## config.mk

```make
export PLATFORM = sky130hd
export DESIGN_NAME = updown_counter_mod
export DESIGN_NICKNAME = d
export VERILOG_FILES = /design/src/rtl/counter_pkg.sv /design/src/rtl/counter_next.sv /design/src/rtl/updown_counter_mod.sv
export SDC_FILE = /design/constraint.sdc
export NUM_CORES = 1
export LEC_CHECK = 0
export ABC_CLOCK_PERIOD_IN_PS = 1900
export BUFFER_PORTS_ARGS = -buffer_cell sky130_fd_sc_hd__buf_2
export CORE_MARGIN = 8
export CORE_UTILIZATION = 26
export DETAILED_ROUTE_END_ITERATION = 7
export SYNTH_ARGS = -nofsm -noshare
export SYNTH_HDL_FRONTEND = slang
export SYNTH_SLANG_ARGS = --single-unit
```

## constraint.sdc

```tcl
create_clock -name clk -period 1.9 [get_ports clk]
set_clock_uncertainty 0.1 [all_clocks]
set_input_delay 0.38 -clock clk [delete_from_list [all_inputs] [get_ports clk]]
set_output_delay 0.38 -clock clk [all_outputs]
set_load 0.01 [all_outputs]
```

## src/rtl/counter_pkg.sv

```systemverilog
// Shared constants and parameter helpers for the up/down counter family.
package counter_pkg;

    localparam int MODE_WRAP = 0;
    localparam int MODE_SAT  = 1;

    // Legal when 1 <= WIDTH <= 32, 2 <= MODULO <= 2^WIDTH and SATURATE is a known mode.
    function automatic bit params_ok(input int width, input int modulo, input int saturate);
        longint span;
        if (width < 1 || width > 32) return 1'b0;
        span = longint'(1) << width;
        return (modulo >= 2) && (longint'(modulo) <= span) &&
               (saturate == MODE_WRAP || saturate == MODE_SAT);
    endfunction

endpackage

```

## src/rtl/counter_next.sv

```systemverilog
// Next-count decode for updown_counter_mod: load clamp, wrap/saturate and cascade outputs.
module counter_next
    import counter_pkg::*;
#(
    parameter int WIDTH    = 4,
    parameter int MODULO   = 16,
    parameter int SATURATE = MODE_WRAP
) (
    input  logic [WIDTH-1:0] cnt_i,
    input  logic             load_i,
    input  logic             up_i,
    input  logic             down_i,
    input  logic [WIDTH-1:0] par_in_i,
    output logic [WIDTH-1:0] next_o,
    output logic             event_o,
    output logic             carry_o,
    output logic             borrow_o
);

    // One extra bit so MODULO == 2^WIDTH and non-power-of-two ranges never rely on rollover.
    localparam logic [WIDTH:0] MAX_CNT = (WIDTH+1)'(MODULO - 1);
    localparam logic [WIDTH:0] ONE     = (WIDTH+1)'(1);
    localparam bit             SAT_EN  = (SATURATE == MODE_SAT);

    logic [WIDTH:0] cnt_ext;
    logic [WIDTH:0] par_ext;
    logic [WIDTH:0] next_ext;
    logic           up_only;
    logic           down_only;
    logic           at_max;
    logic           at_min;

    assign cnt_ext   = {1'b0, cnt_i};
    assign par_ext   = {1'b0, par_in_i};
    assign up_only   = up_i & ~down_i;
    assign down_only = down_i & ~up_i;
    assign at_max    = (cnt_ext == MAX_CNT);
    assign at_min    = (cnt_ext == '0);

    // NOTE: every output of a combinational block gets a default first, so no path can infer a latch.
    always_comb begin
        next_ext = cnt_ext;
        event_o  = 1'b0;
        if (load_i) begin
            next_ext = (par_ext > MAX_CNT) ? MAX_CNT : par_ext;
        end else if (up_only) begin
            if (at_max) begin
                event_o  = 1'b1;
                next_ext = SAT_EN ? MAX_CNT : '0;
            end else begin
                next_ext = cnt_ext + ONE;
            end
        end else if (down_only) begin
            if (at_min) begin
                event_o  = 1'b1;
                next_ext = SAT_EN ? '0 : MAX_CNT;
            end else begin
                next_ext = cnt_ext - ONE;
            end
        end
    end

    assign next_o   = next_ext[WIDTH-1:0];
    assign carry_o  = up_only   & ~load_i & at_max;
    assign borrow_o = down_only & ~load_i & at_min;

endmodule

```

## src/rtl/updown_counter_mod.sv

```systemverilog
// Parametrised up/down counter: state register, sticky overflow and reset gating around counter_next.
module updown_counter_mod
    import counter_pkg::*;
#(
    parameter int WIDTH    = 4,
    parameter int MODULO   = 16,
    parameter int SATURATE = MODE_WRAP
) (
    input  logic             clk,
    input  logic             rst,
    input  logic             load,
    input  logic             up_cnt_en,
    input  logic             down_cnt_en,
    input  logic [WIDTH-1:0] par_in,
    output logic [WIDTH-1:0] par_out,
    output logic             carry_out,
    output logic             borrow_out,
    output logic             zero,
    output logic             ovf_sticky
);

    if (!params_ok(WIDTH, MODULO, SATURATE)) begin : g_bad_params
        $error("updown_counter_mod: illegal WIDTH/MODULO/SATURATE combination");
    end

    logic [WIDTH-1:0] par_q;
    logic [WIDTH-1:0] par_d;
    logic             ovf_q;
    logic             ovf_d;
    logic             wrap_event;
    logic             carry_raw;
    logic             borrow_raw;

    counter_next #(
        .WIDTH    (WIDTH),
        .MODULO   (MODULO),
        .SATURATE (SATURATE)
    ) u_next (
        .cnt_i    (par_q),
        .load_i   (load),
        .up_i     (up_cnt_en),
        .down_i   (down_cnt_en),
        .par_in_i (par_in),
        .next_o   (par_d),
        .event_o  (wrap_event),
        .carry_o  (carry_raw),
        .borrow_o (borrow_raw)
    );

    // Load clears the sticky flag; otherwise any wrap or saturation attempt sets it.
    assign ovf_d = load ? 1'b0 : (ovf_q | wrap_event);

    // NOTE: state registers use non-blocking assignments so every flop samples pre-edge values.
    always_ff @(posedge clk) begin
        if (!rst) begin
            par_q <= '0;
            ovf_q <= 1'b0;
        end else begin
            par_q <= par_d;
            ovf_q <= ovf_d;
        end
    end

    assign par_out    = par_q;
    assign ovf_sticky = ovf_q;
    assign zero       = (par_q == '0);
    assign carry_out  = rst & carry_raw;
    assign borrow_out = rst & borrow_raw;

endmodule

```

Yosys cells after proc, flatten, opt, wreduce, memory -nomap -nowiden. Cells that the tools add are included.

Flip-flop bits (word level): 5. Logic and storage cells: 34. Output and inout port bits: 8. Input bits: 9.

Mux-type cells: 11. Bitwise gates (word level): 13. Reduce and logical (&&, ||, !) cells: 4. Order comparisons: 1. Add/sub/neg operators: 2. Equality and inequality tests: 1.

Operators with widths (count): $mux W4 (6); $and A1 B1 Y1 (8); $logic_not A5 Y1 (1); $mux W1 (5); $add A4 B1 Y4 const B (1); $eq A4 B4 Y1 const B (1); $gt A4 B4 Y1 const B (1); $logic_not A4 Y1 (1); $not A1 Y1 (4); $sub A4 B1 Y4 const B (1); $reduce_bool A3 Y1 (1); $reduce_or A2 Y1 (1); $or A1 B1 Y1 (1).

Depth between registers and ports, before layout.
Depth after elaboration: 6. Depth in mapped cells: 6. Gate-level depth less buffers: 6.

Hierarchy. Synthesis repeated with hierarchy kept, for this count alone.

Cells, all modules: 56. Area, all modules: 441.7 um^2.

Modules (own cells, without submodules): counter_next (area each 275.3 um^2, cells each 42, times used 1, sequential area each 0.0 um^2); updown_counter_mod (area each 166.4 um^2, cells each 14, times used 1, sequential area each 100.1 um^2).

Worst setup path after synthesis. No wires, ideal clock.

Path kind: reg2out. From: register par_q[0] (netlist: par_out[0]). To: output port borrow_out. Path slack: 230 ps. Data required time: 1420 ps. Path buffers: 0. Arrival time: 1190 ps. Stages on the path, launching flop included: 6. Path through: dfxtp_1 -> inv_2 -> ha_1 -> nor3b_2 -> nand2_1 -> nor2_1.

Longest elaborated chain between the ends: 3.

Ends and longest elaborated chain: start, declared (line updown_counter_mod.sv:26) `logic [WIDTH-1:0] par_q;`; start signal, assigned (line updown_counter_mod.sv:59) `par_q <= par_d;`; $logic_not A5 Y1 (line counter_next.sv:38) `assign at_min = (cnt_ext == '0);`; $and A1 B1 Y1 (line counter_next.sv:65) `assign borrow_o = down_only & ~load_i & at_min;`; $and A1 B1 Y1 (line updown_counter_mod.sv:68) `assign borrow_out = rst & borrow_raw;`; end, declared (line updown_counter_mod.sv:17) `output logic borrow_out,`.

No other way between the ends.

Worst setup path after layout.
From: register par_q[1] (netlist: par_out[1]). To: output port carry_out.

Longest elaborated chain between the ends: 3.

Ends and longest elaborated chain: $eq A4 B4 Y1 (line counter_next.sv:37) `assign at_max = (cnt_ext == MAX_CNT);`; $and A1 B1 Y1 (line counter_next.sv:64) `assign carry_o = up_only & ~load_i & at_max;`; $and A1 B1 Y1 (line updown_counter_mod.sv:67) `assign carry_out = rst & carry_raw;`; end, declared (line updown_counter_mod.sv:16) `output logic carry_out,`.

No other way between the ends.

==> metrics <==
Yosys reg bits=5; Int Power=0.000245 W; WL per Instance=around 13 um; final WL=1100 um; GRT Util Overall=7.41%; vias in the first global route=between 400 and 500; DRC marker count from the first detailed-route iteration=8; drt pass-1 iters=2; Post-Synth XOR/XNOR Area=2.16%; CP max-delay cell=dfxtp_2; synthesized cell area=between 400 and 500 um^2; Sw Pwr=~0.00011 W; clock buffer depth=2; cts hold-fix bufs=0; Die Span Y=55.5 um; highest clock rate=553 MHz; Arr. time, crit path=1.33 ns; Critical Path Source=par_out[1]; CTS clk-pin slew, worst paths=0.05 ns; Syn Area/Cell=8.45 um^2; clock power share=35.2%; most instantiated library cell after synthesis=dfxtp_1; largest family of logic cells by synthesized area=compound AO/OA/AOI/OAI gates; run status=completed; setup violators final=0; top cells by count, synth=5 x dfxtp_1, 4 x nor2_1, 3 x nand2_1, 3 x nand3_1; Area Growth Syn to Fin=36.4%; Worst R2R Path Depth=7; TritonCTS clock tree=yes; Reg power frac=36.6%; CORE AREA=1490 um^2; Peak VDD IR=0.281 mV; post-synthesis compound-gate area fraction=34.3%; first-pass GRT wire length=about 1900 um; hold_ws=0.267 ns; largest net degree at the start of global routing=9; Yosys top cell area share=around 25%; Slew headroom=between 70% and 80%; final net count=81; via count=436; syn nets=between 50 and 60; switching share of power=31.6%; Req. time, crit path=about 1.4 ns; H-Tree Depth=1; Die W=55.5 um; Seq/Total Area, Yosys=about a quarter; Synth Area in Simple Gates=around 30%; Ys Warns=0; I/O Buffers=16; Gate power share=28.2%; Mapped Cells=48; Remaining Overflow, GRT=0; critical-path cell list=ha_1 > nand3_1 > nor3_1 > buf_2; Adder-Cell Fraction of Synth Area=6.17%; worst slew pin tran=approximately 0.36 ns; WS Path Type=reg -> out; Remaining DRCs=0; Reg-to-Reg Start=par_out[1]; RSZ-0062 raised after global routing=yes; Leak=0.259 nW; Critical Path Max Stage Delay=0.39 ns; Netlist cell types=31; num rows=14; clk sinks=5; Reg2Reg Setup Slack=roughly 0.37 ns; ys async rst share=0%; Post-DRT Antenna Nets=0; Total Negative Setup Slacks=0 ns; Top FF cell, synth=dfxtp_1; CTS Root Cell=clkbuf_4; EDFF count, synth=0; r2r endpoint=par_out[0]; vias per cell=5.13; post-synthesis mux area share=0%; Final HPWL DP=882 um; Ant. Diodes=0; power per cell area=648 nW/um^2; Yosys top cell by area=dfxtp_1; top post-synthesis cells by area=dfxtp_1 25%, ha_1 6.2%, o41ai_2 4.0%, nand3_1 3.7%, a2111oi_2 3.7%; CTS Buf Count=3; Top Ports=17; Final Cycle Share=95.1%; HP Class=in -> reg; max cap viols=0; Setup crit start kind=flip-flop; shortest period the worst path allows=1.81 ns; initial antenna violation count=0; layout cell share with drive strength beyond 1=43.5%; placer congestion estimate=0.763; Worst Path Max Fanout=7; Die ar.=between 3000 and 4000 um^2; Worst Setup End Kind=primary output; final count of hold timing violations=0; Starting Density=27.2%; worst skew pair latency=0.24 ns; Setup crit end=carry_out; Max Slew Vio Count=0
how the worst min path moves through the flow:
stage / from / to / depth (start not counted)
2_1_floorplan: rst / par_out[1] / 1
3_3_place_gp: ovf_sticky / ovf_sticky / 2
3_5_place_dp: ovf_sticky / ovf_sticky / 2
4_1_cts: par_in[0] / par_out[0] / 2
5_1_grt: par_in[0] / par_out[0] / 2
6_report: par_in[2] / par_out[2] / 3
through the flow:
stage	instance area (um^2)	instances	worst slack, ns	power [W]	utilization, %
finish	553	85	0.0922	0.000358	37.1
global route	553	85	-0.0206	0.000384	37.1
CTS	541	84	0.0156	0.000360	36.3
detailed placement	505	80	0.205	0.000224	33.9
global placement	505	80	0.205	0.000224	33.9
floorplan	405	48	0.230	0.000188	-
placed cells by master (no fill, tap or decap), drive strengths merged:
| cell type | n |
|---|---|
| or2b | 1 |
| a22oi | 1 |
| o311a | 1 |
| xor2 | 1 |
| ha | 2 |
| dfxtp | 5 |
| a2111oi | 1 |
| o211a | 1 |
| buf | 17 |
| a211oi | 2 |
| a21oi | 2 |
| inv | 3 |
| and2b | 2 |
| o211ai | 2 |
| o21a | 1 |
| nor2 | 4 |
| o31ai | 1 |
| nor3 | 2 |
| o41ai | 1 |
| a21o | 1 |
| nand3 | 3 |
| nor3b | 3 |
| nand2 | 3 |
| nand2b | 1 |
| a21boi | 1 |
| and2 | 1 |
| o21ai | 2 |
| clkbuf | 4 |
cell families (layout without fill, tap and decap cells):
logic type,Yosys count,in the layout
and+or+nand+nor,20,20
AOI/OAI and AO/OA,17,17
DFF,5,5
buffers and inverters,3,24
adders and majority gates,2,2
xor gates and xnor gates,1,1
routing by layer:
layer / part of all wire (%) / GRT usage [%] / wire (um)
met1: 46 / 7.01 / 506
met2: 47 / 12.5 / 520
met3: 4.9 / 2.28 / 54
met4: 1.5 / 6.69 / 17
met5: 0 / 0 / 0
sequential cells by signal (all words and copies together) (netlist names):
signal,flops
par_out,4
ovf_sticky,1
power by group through the flow:
stage | registers [W] | logic, W | clock network (W)
after global placement | 0.000130 | 0.0000939 | 0
after global routing | 0.000132 | 0.000115 | 0.000136
after detailed placement | 0.000131 | 0.0000930 | 0
final | 0.000131 | 0.000101 | 0.000126
after CTS | 0.000131 | 0.0000966 | 0.000132
after floorplan | 0.000131 | 0.0000569 | 0
critical path: cells and delay by family (launching register included):
| family | cells | cell delay (ns) |
|---|---|---|
| buf+inv | 1 | 0.16 |
| flops | 1 | 0.39 |
| fa+ha+maj | 1 | 0.21 |
| simple gates | 2 | 0.32 |
cell type report:
cell class                      count  area, um^2
Clock buffer                        4        26.3
Fill cell                         154         936
Inverter                            3        11.3
Multi-Input combinational cell     40         303
Sequential cell                     5         105
Tap cell                           16        20.0
Timing Repair Buffer               17        87.6
what timing repair did:
action / in CTS / in global routing
gates resized for setup: 3 / 2
endpoints found under the setup margin: 2 / 2
setup buffers: 0 / 1
Power figures use the tool's default switching activity.
